===== config.mk =====
export PLATFORM = sky130hd
export DESIGN_NAME = idex_dispatch_queue
export DESIGN_NICKNAME = d
export VERILOG_FILES = /design/src/rtl/idex_dispatch_queue.sv
export SDC_FILE = /design/constraint.sdc
export NUM_CORES = 1
export LEC_CHECK = 0
export CAP_MARGIN = 20
export CORE_UTILIZATION = 30
export DETAILED_ROUTE_END_ITERATION = 10
export GPL_TIMING_DRIVEN = 1
export PLACE_DENSITY = 0.47
export SYNTH_ARGS = -nofsm -noshare
export SYNTH_HDL_FRONTEND = slang
export SYNTH_SLANG_ARGS = --single-unit

===== constraint.sdc =====
create_clock -name clk -period 8 [get_ports clk]
set_input_delay 1.6 -clock clk [delete_from_list [all_inputs] [get_ports clk]]
set_output_delay 1.6 -clock clk [all_outputs]
set_load 0.005 [all_outputs]

===== src/rtl/idex_dispatch_queue.sv =====
// ---------------------------------------------------------------------------
// idex_dispatch_queue
//
// In-order dispatch buffer between decode and the per-unit reservation
// stations. Each entry holds ex_unit, op, two tag/value operand pairs and the
// ROB target. The queue snoops the CDB so that waiting operands are resolved
// in place. The head entry issues whenever its reservation station has room.
// Because of this, a full station stalls dispatch but does not stall decode.
//
// Optional feature macro: IDEX_CDB_BYPASS_EN
//   When this macro is defined, the head operands are forwarded
//   combinationally from a matching CDB broadcast. The head therefore issues
//   already resolved in the same cycle as the broadcast.
//   When it is undefined, the out_* ports show only the stored values.
//
// Ports
//   clk                  rising-edge clock
//   rst                  asynchronous active-low reset
//   flush                synchronous clear of pointers, count and valid bits
//   in_valid / in_ready  decode handshake
//   in_ex_unit, in_op, in_tag1/2, in_val1/2, in_target   incoming entry
//   cdb_valid, cdb_tag, cdb_val                          common data bus
//   rs_full              bit i set = reservation station i is full
//   out_valid            head entry presented
//   out_ex_unit, out_op, out_tag1/2, out_val1/2, out_target   head entry
//   count                occupancy (0..DEPTH)
// ---------------------------------------------------------------------------
module idex_dispatch_queue #(
    parameter int DEPTH    = 4,
    parameter int UNIT_NUM = 4,
    parameter int UNIT_W   = 2,
    parameter int OP_W     = 6,
    parameter int TAG_W    = 5,
    parameter int XLEN     = 32,
    parameter int ERR_UNIT = 0
) (
    input  logic                     clk,
    input  logic                     rst,
    input  logic                     flush,
    input  logic                     in_valid,
    output logic                     in_ready,
    input  logic [UNIT_W-1:0]        in_ex_unit,
    input  logic [OP_W-1:0]          in_op,
    input  logic [TAG_W-1:0]         in_tag1,
    input  logic [TAG_W-1:0]         in_tag2,
    input  logic [XLEN-1:0]          in_val1,
    input  logic [XLEN-1:0]          in_val2,
    input  logic [TAG_W-1:0]         in_target,
    input  logic                     cdb_valid,
    input  logic [TAG_W-1:0]         cdb_tag,
    input  logic [XLEN-1:0]          cdb_val,
    input  logic [UNIT_NUM-1:0]      rs_full,
    output logic                     out_valid,
    output logic [UNIT_W-1:0]        out_ex_unit,
    output logic [OP_W-1:0]          out_op,
    output logic [TAG_W-1:0]         out_tag1,
    output logic [TAG_W-1:0]         out_tag2,
    output logic [XLEN-1:0]          out_val1,
    output logic [XLEN-1:0]          out_val2,
    output logic [TAG_W-1:0]         out_target,
    output logic [$clog2(DEPTH):0]   count
);

    localparam int                 PTR_W    = $clog2(DEPTH);
    localparam int                 CNT_W    = PTR_W + 1;
    localparam logic [UNIT_W-1:0]  ERR_CODE = UNIT_W'(ERR_UNIT);
    localparam logic [CNT_W-1:0]   FULL_CNT = CNT_W'(DEPTH);

    // Pointers and occupancy
    logic [PTR_W-1:0]  r_rd_ptr;
    logic [PTR_W-1:0]  r_wr_ptr;
    logic [CNT_W-1:0]  r_count;
    logic [DEPTH-1:0]  r_vld;

    // Entry storage
    logic [UNIT_W-1:0] r_unit   [DEPTH];
    logic [OP_W-1:0]   r_op     [DEPTH];
    logic [TAG_W-1:0]  r_tag1   [DEPTH];
    logic [TAG_W-1:0]  r_tag2   [DEPTH];
    logic [XLEN-1:0]   r_val1   [DEPTH];
    logic [XLEN-1:0]   r_val2   [DEPTH];
    logic [TAG_W-1:0]  r_target [DEPTH];

    logic              w_push;
    logic              w_store;
    logic              w_pop;
    logic              w_blocked;
    logic              w_in_hit1;
    logic              w_in_hit2;
    logic [TAG_W-1:0]  w_in_tag1;
    logic [TAG_W-1:0]  w_in_tag2;
    logic [XLEN-1:0]   w_in_val1;
    logic [XLEN-1:0]   w_in_val2;
    logic [TAG_W-1:0]  w_head_tag1;
    logic [TAG_W-1:0]  w_head_tag2;
    logic [XLEN-1:0]   w_head_val1;
    logic [XLEN-1:0]   w_head_val2;

    // ------------------------------------------------------------------
    // Handshakes
    // ------------------------------------------------------------------
    // A full queue refuses input even if the head leaves in the same cycle.
    // This keeps in_ready independent of rs_full.
    assign in_ready  = rst & (r_count != FULL_CNT);
    assign w_push    = in_valid & in_ready;
    // Undecodable entries complete the handshake but are dropped.
    assign w_store   = w_push & ~flush & (in_ex_unit != ERR_CODE);
    // The valid bit of the head is equivalent to count != 0.
    assign out_valid = (r_count != '0) & r_vld[r_rd_ptr];
    assign w_pop     = out_valid & ~w_blocked & ~flush;

    // Decode the head unit against rs_full with an explicit loop.
    // This keeps the logic legal for any UNIT_NUM / UNIT_W pairing.
    always_comb begin
        w_blocked = 1'b0;
        for (int unsigned i = 0; i < UNIT_NUM; i++) begin
            if (r_unit[r_rd_ptr] == UNIT_W'(i)) begin
                w_blocked = rs_full[i];
            end
        end
    end

    // ------------------------------------------------------------------
    // CDB resolution of the entry being pushed
    // ------------------------------------------------------------------
    assign w_in_hit1 = cdb_valid & (in_tag1 != '0) & (in_tag1 == cdb_tag);
    assign w_in_hit2 = cdb_valid & (in_tag2 != '0) & (in_tag2 == cdb_tag);
    assign w_in_tag1 = w_in_hit1 ? '0      : in_tag1;
    assign w_in_tag2 = w_in_hit2 ? '0      : in_tag2;
    assign w_in_val1 = w_in_hit1 ? cdb_val : in_val1;
    assign w_in_val2 = w_in_hit2 ? cdb_val : in_val2;

    // ------------------------------------------------------------------
    // Pointer / count / valid-bit state
    // ------------------------------------------------------------------
    always_ff @(posedge clk or negedge rst) begin
        if (!rst) begin
            r_rd_ptr <= '0;
            r_wr_ptr <= '0;
            r_count  <= '0;
            r_vld    <= '0;
        end else if (flush) begin
            r_rd_ptr <= '0;
            r_wr_ptr <= '0;
            r_count  <= '0;
            r_vld    <= '0;
        end else begin
            // A store and a pop never hit the same slot.
            // A pop needs count != 0, and a store needs count != DEPTH.
            // Both pointers can therefore alias only when one of the two
            // operations is idle.
            if (w_store) begin
                r_vld[r_wr_ptr] <= 1'b1;
                r_wr_ptr        <= r_wr_ptr + 1'b1;
            end
            if (w_pop) begin
                r_vld[r_rd_ptr] <= 1'b0;
                r_rd_ptr        <= r_rd_ptr + 1'b1;
            end
            case ({w_store, w_pop})
                2'b10:   r_count <= r_count + 1'b1;
                2'b01:   r_count <= r_count - 1'b1;
                default: r_count <= r_count;
            endcase
        end
    end

    // ------------------------------------------------------------------
    // Entry storage with CDB snoop
    // ------------------------------------------------------------------
    always_ff @(posedge clk or negedge rst) begin
        if (!rst) begin
            for (int unsigned i = 0; i < DEPTH; i++) begin
                r_unit[i]   <= '0;
                r_op[i]     <= '0;
                r_tag1[i]   <= '0;
                r_tag2[i]   <= '0;
                r_val1[i]   <= '0;
                r_val2[i]   <= '0;
                r_target[i] <= '0;
            end
        end else if (!flush) begin
            for (int unsigned i = 0; i < DEPTH; i++) begin
                if (w_store && (r_wr_ptr == PTR_W'(i))) begin
                    r_unit[i]   <= in_ex_unit;
                    r_op[i]     <= in_op;
                    r_tag1[i]   <= w_in_tag1;
                    r_tag2[i]   <= w_in_tag2;
                    r_val1[i]   <= w_in_val1;
                    r_val2[i]   <= w_in_val2;
                    r_target[i] <= in_target;
                end else begin
                    // Snoop every slot. Resolving an empty slot has no
                    // effect, because the slot is rewritten before it is
                    // read again.
                    if (cdb_valid && (r_tag1[i] != '0) && (r_tag1[i] == cdb_tag)) begin
                        r_tag1[i] <= '0;
                        r_val1[i] <= cdb_val;
                    end
                    if (cdb_valid && (r_tag2[i] != '0) && (r_tag2[i] == cdb_tag)) begin
                        r_tag2[i] <= '0;
                        r_val2[i] <= cdb_val;
                    end
                end
            end
        end
    end

    // ------------------------------------------------------------------
    // Head outputs
    // ------------------------------------------------------------------
    assign out_ex_unit = r_unit[r_rd_ptr];
    assign out_op      = r_op[r_rd_ptr];
    assign out_target  = r_target[r_rd_ptr];
    assign count       = r_count;

    assign w_head_tag1 = r_tag1[r_rd_ptr];
    assign w_head_tag2 = r_tag2[r_rd_ptr];
    assign w_head_val1 = r_val1[r_rd_ptr];
    assign w_head_val2 = r_val2[r_rd_ptr];

    always_comb begin
        out_tag1 = w_head_tag1;
        out_tag2 = w_head_tag2;
        out_val1 = w_head_val1;
        out_val2 = w_head_val2;
`ifdef IDEX_CDB_BYPASS_EN
        if (cdb_valid && (w_head_tag1 != '0) && (w_head_tag1 == cdb_tag)) begin
            out_tag1 = '0;
            out_val1 = cdb_val;
        end
        if (cdb_valid && (w_head_tag2 != '0) && (w_head_tag2 == cdb_tag)) begin
            out_tag2 = '0;
            out_val2 = cdb_val;
        end
`else
        // The reservation station performs its own same-cycle CDB capture.
`endif
    end

endmodule


==> reports/results.ini <==
[clock_network]
numCtsBuffers=45
cts-resized-gates=0
path_clk_slew_ps=60
htree_levels=2
post_cts_buffers=0
clk_latency_ps=590
clock_sinks=359
postCtsHoldBufs=0
cts_root_buffer=clkbuf_16
clk_path_buf_depth=3
tritoncts=yes

[placement]
placed_cells=2384
place_congestion=0.7507
place_area_um2=23350
hpwlAfterDp_um=40460
io_buffer_count=224

[yosys]
yosys.area_share.simple=0.01563
yosysWarnings=0
synth_edf_count=0
synth_xor_area_frac=0.01870
yosysSeqAreaShare=0.4402
syn-cell-area_um2=20410
async_flop_share=1.000
synth_cells=1342
ys_seq_elements=359
synth.net_count=1484
synthAdderAreaFrac=0.005886
synthMostInstantiatedCell=dfrtp_1
synth_top_family_by_area=multiplexers
synth_top_cell_area_share=0.4402
ys_top_cells_by_area=dfrtp_1, mux2_2, mux2_1
synth.distinct_cells=49
synth-compound-area-share=0.04396
synth-main-ff-cell=dfrtp_1
synth.largest_area_cell=dfrtp_1
synth.area.mux_share=0.4324
synth_common_cells=dfrtp_1, mux2_2, mux2_1, mux2_4, mux4_2
avgSynthCellArea_um2=15.21

[detailed_routing]
drt-vias-per-instance=5.069
antenna_left=0
wl_per_cell_um=25.68
drt_pass1_iterations=5
vias=12484
routed_wirelength_um=63240
drc=0
drtIter0Drc=620

[worst_setup_path]
endpoint_kind=output port
critPathKind=flop to output port
crit_required_ps=6400
cp_data_arrival_time_ps=3420
worst-path-max-fanout=54
startpoint_type=flop

[cells_and_area]
final_util=0.3691
layout-drive-gt1-share=0.3742
num-fill-cells=6413
antenna_cells=0
nets=1701
area_delta_synth_final_pct=21.70
final_cell_area_um2=24840
final_cells=2463

[timing]
timing.setup.tns_ps=0
final-hold-violation-count=0
slew_headroom=0.3731
drv_slew=0
min_period_ps=5017
post-route-period-util=0.6271
rsz0062_at_grt=false
finalSetupViolCount=0
worstMarginPinSlew_ps=940.4
max_freq_mhz=199.3
final.setup_skew_ps=26.71

[min_path]
min-delay-path-class=flop to flop

[global_route]
grt_pass1_vias=13764
track_usage=0.1849
grt_pass1_wl_um=95650
grt_max_degree=138
antenna_found_initial=4
globalRouteOverflowTotal=0

[die]
initial_core_util=0.3033
die-area_um2=69070
core_area_um2=67280
top_level_ports=225
die_w_um=262.8
rows=95
die_height_um=262.8

[power_and_ir_drop]
leakagePower_nw=10.45
finalPower_mw=6.879
power_density_nw_per_um2=277.0
ir_drop_mv=0.1745

[flow_run]
max_cap_viol_count=0

[outcome]
status=completed

==> layer usage <==
metal	wire (µm)	part of all wire	vias up	GRT usage
li1	-	-	5496	-
met1	29090	0.46	6653	0.2515
met2	30520	0.48	260	0.3055
met3	2622	0.041	69	0.03317
met4	955	0.015	6	0.04157
met5	44	0.00070	-	0
==> state kept, by name, summed over array words and instances (netlist names), 4 cells and up <==
register	cells
r_tag2	20
r_target	20
r_op	24
r_tag1	20
r_unit	8
r_val1	128
r_vld	4
r_val2	128
==> worst paths after layout <==
| kind | startpoint | cells past startpoint | slack (ps) | to |
|---|---|---|---|---|
| setup / recovery | r_rd_ptr[0]$_DFFE_PN0P_ | 3 | 2980 | out_val2[8] |
| hold / removal | r_val1[87]$_DFFE_PN0P_ | 1 | 500 | r_val1[87]$_DFFE_PN0P_ |
| setup reg to reg | r_rd_ptr[0]$_DFFE_PN0P_ | 7 | 4130 | count[1]$_DFFE_PN0P_ |
| hold reg to reg | r_val1[87]$_DFFE_PN0P_ | 1 | 500 | r_val1[87]$_DFFE_PN0P_ |
| max in group asynchronous | rst | 3 | 4840 | r_val1[29]$_DFFE_PN0P_ |
| min in group asynchronous | rst | 1 | 1000 | r_val2[78]$_DFFE_PN0P_ |
==> per-stage QoR <==
stage / hold slack [ps] / setup slack [ps]
6_report: 499.6 / 2983
3_3_place_gp: 481.8 / 2581
5_1_grt: 512.9 / 2795
4_1_cts: 502.8 / 2824
3_5_place_dp: 489.0 / 2537
2_1_floorplan: 473.9 / 3814
==> power by group <==
group / internal [mW] / switching, mW
clock network: 1.22 / 0.821
registers: 2.48 / 0.415
logic: 1.27 / 0.669
total: 4.97 / 1.91
==> worst max-delay path, stage by stage, from the launching register on <==
cell and delay [ps]:
dfrtp_4 1000, buf_12 500, mux4_2 660, clkdlybuf4s50_1 540
==> cells in the final DEF, fill, tap and decap left out, drive strengths merged, types with 15 or more instances in the layout <==
cell / instances
clkbuf: 70
clkdlybuf4s50: 223
dfrtp: 359
mux2: 565
inv: 59
mux4: 88
buf: 30
xnor2: 33
a21oi: 15
o22ai: 41
==> layout make-up <==
cell class / instances / area [µm²] / share of cell area
multi-input combinational: 843 / 10550 / 0.4250
sequential: 359 / 8991 / 0.3620
clock buffer: 70 / 1360 / 0.05476
clock inverter: 8 / 101.3 / 0.004081
tap: 873 / 1092 / 0.04398
inverter: 57 / 214.0 / 0.008615
timing repair buffer: 253 / 2522 / 0.1016
==> cells by family after synthesis <==
| family | count (synthesis) |
|---|---|
| DFF | 359 |
| and+or+nand+nor | 53 |
| AOI/OAI and AO/OA | 85 |
| adders and majority gates | 9 |
| buffers and inverters | 140 |
| muxes | 654 |
| xor gates and xnor gates | 42 |
(Power assumes the default switching activity.)
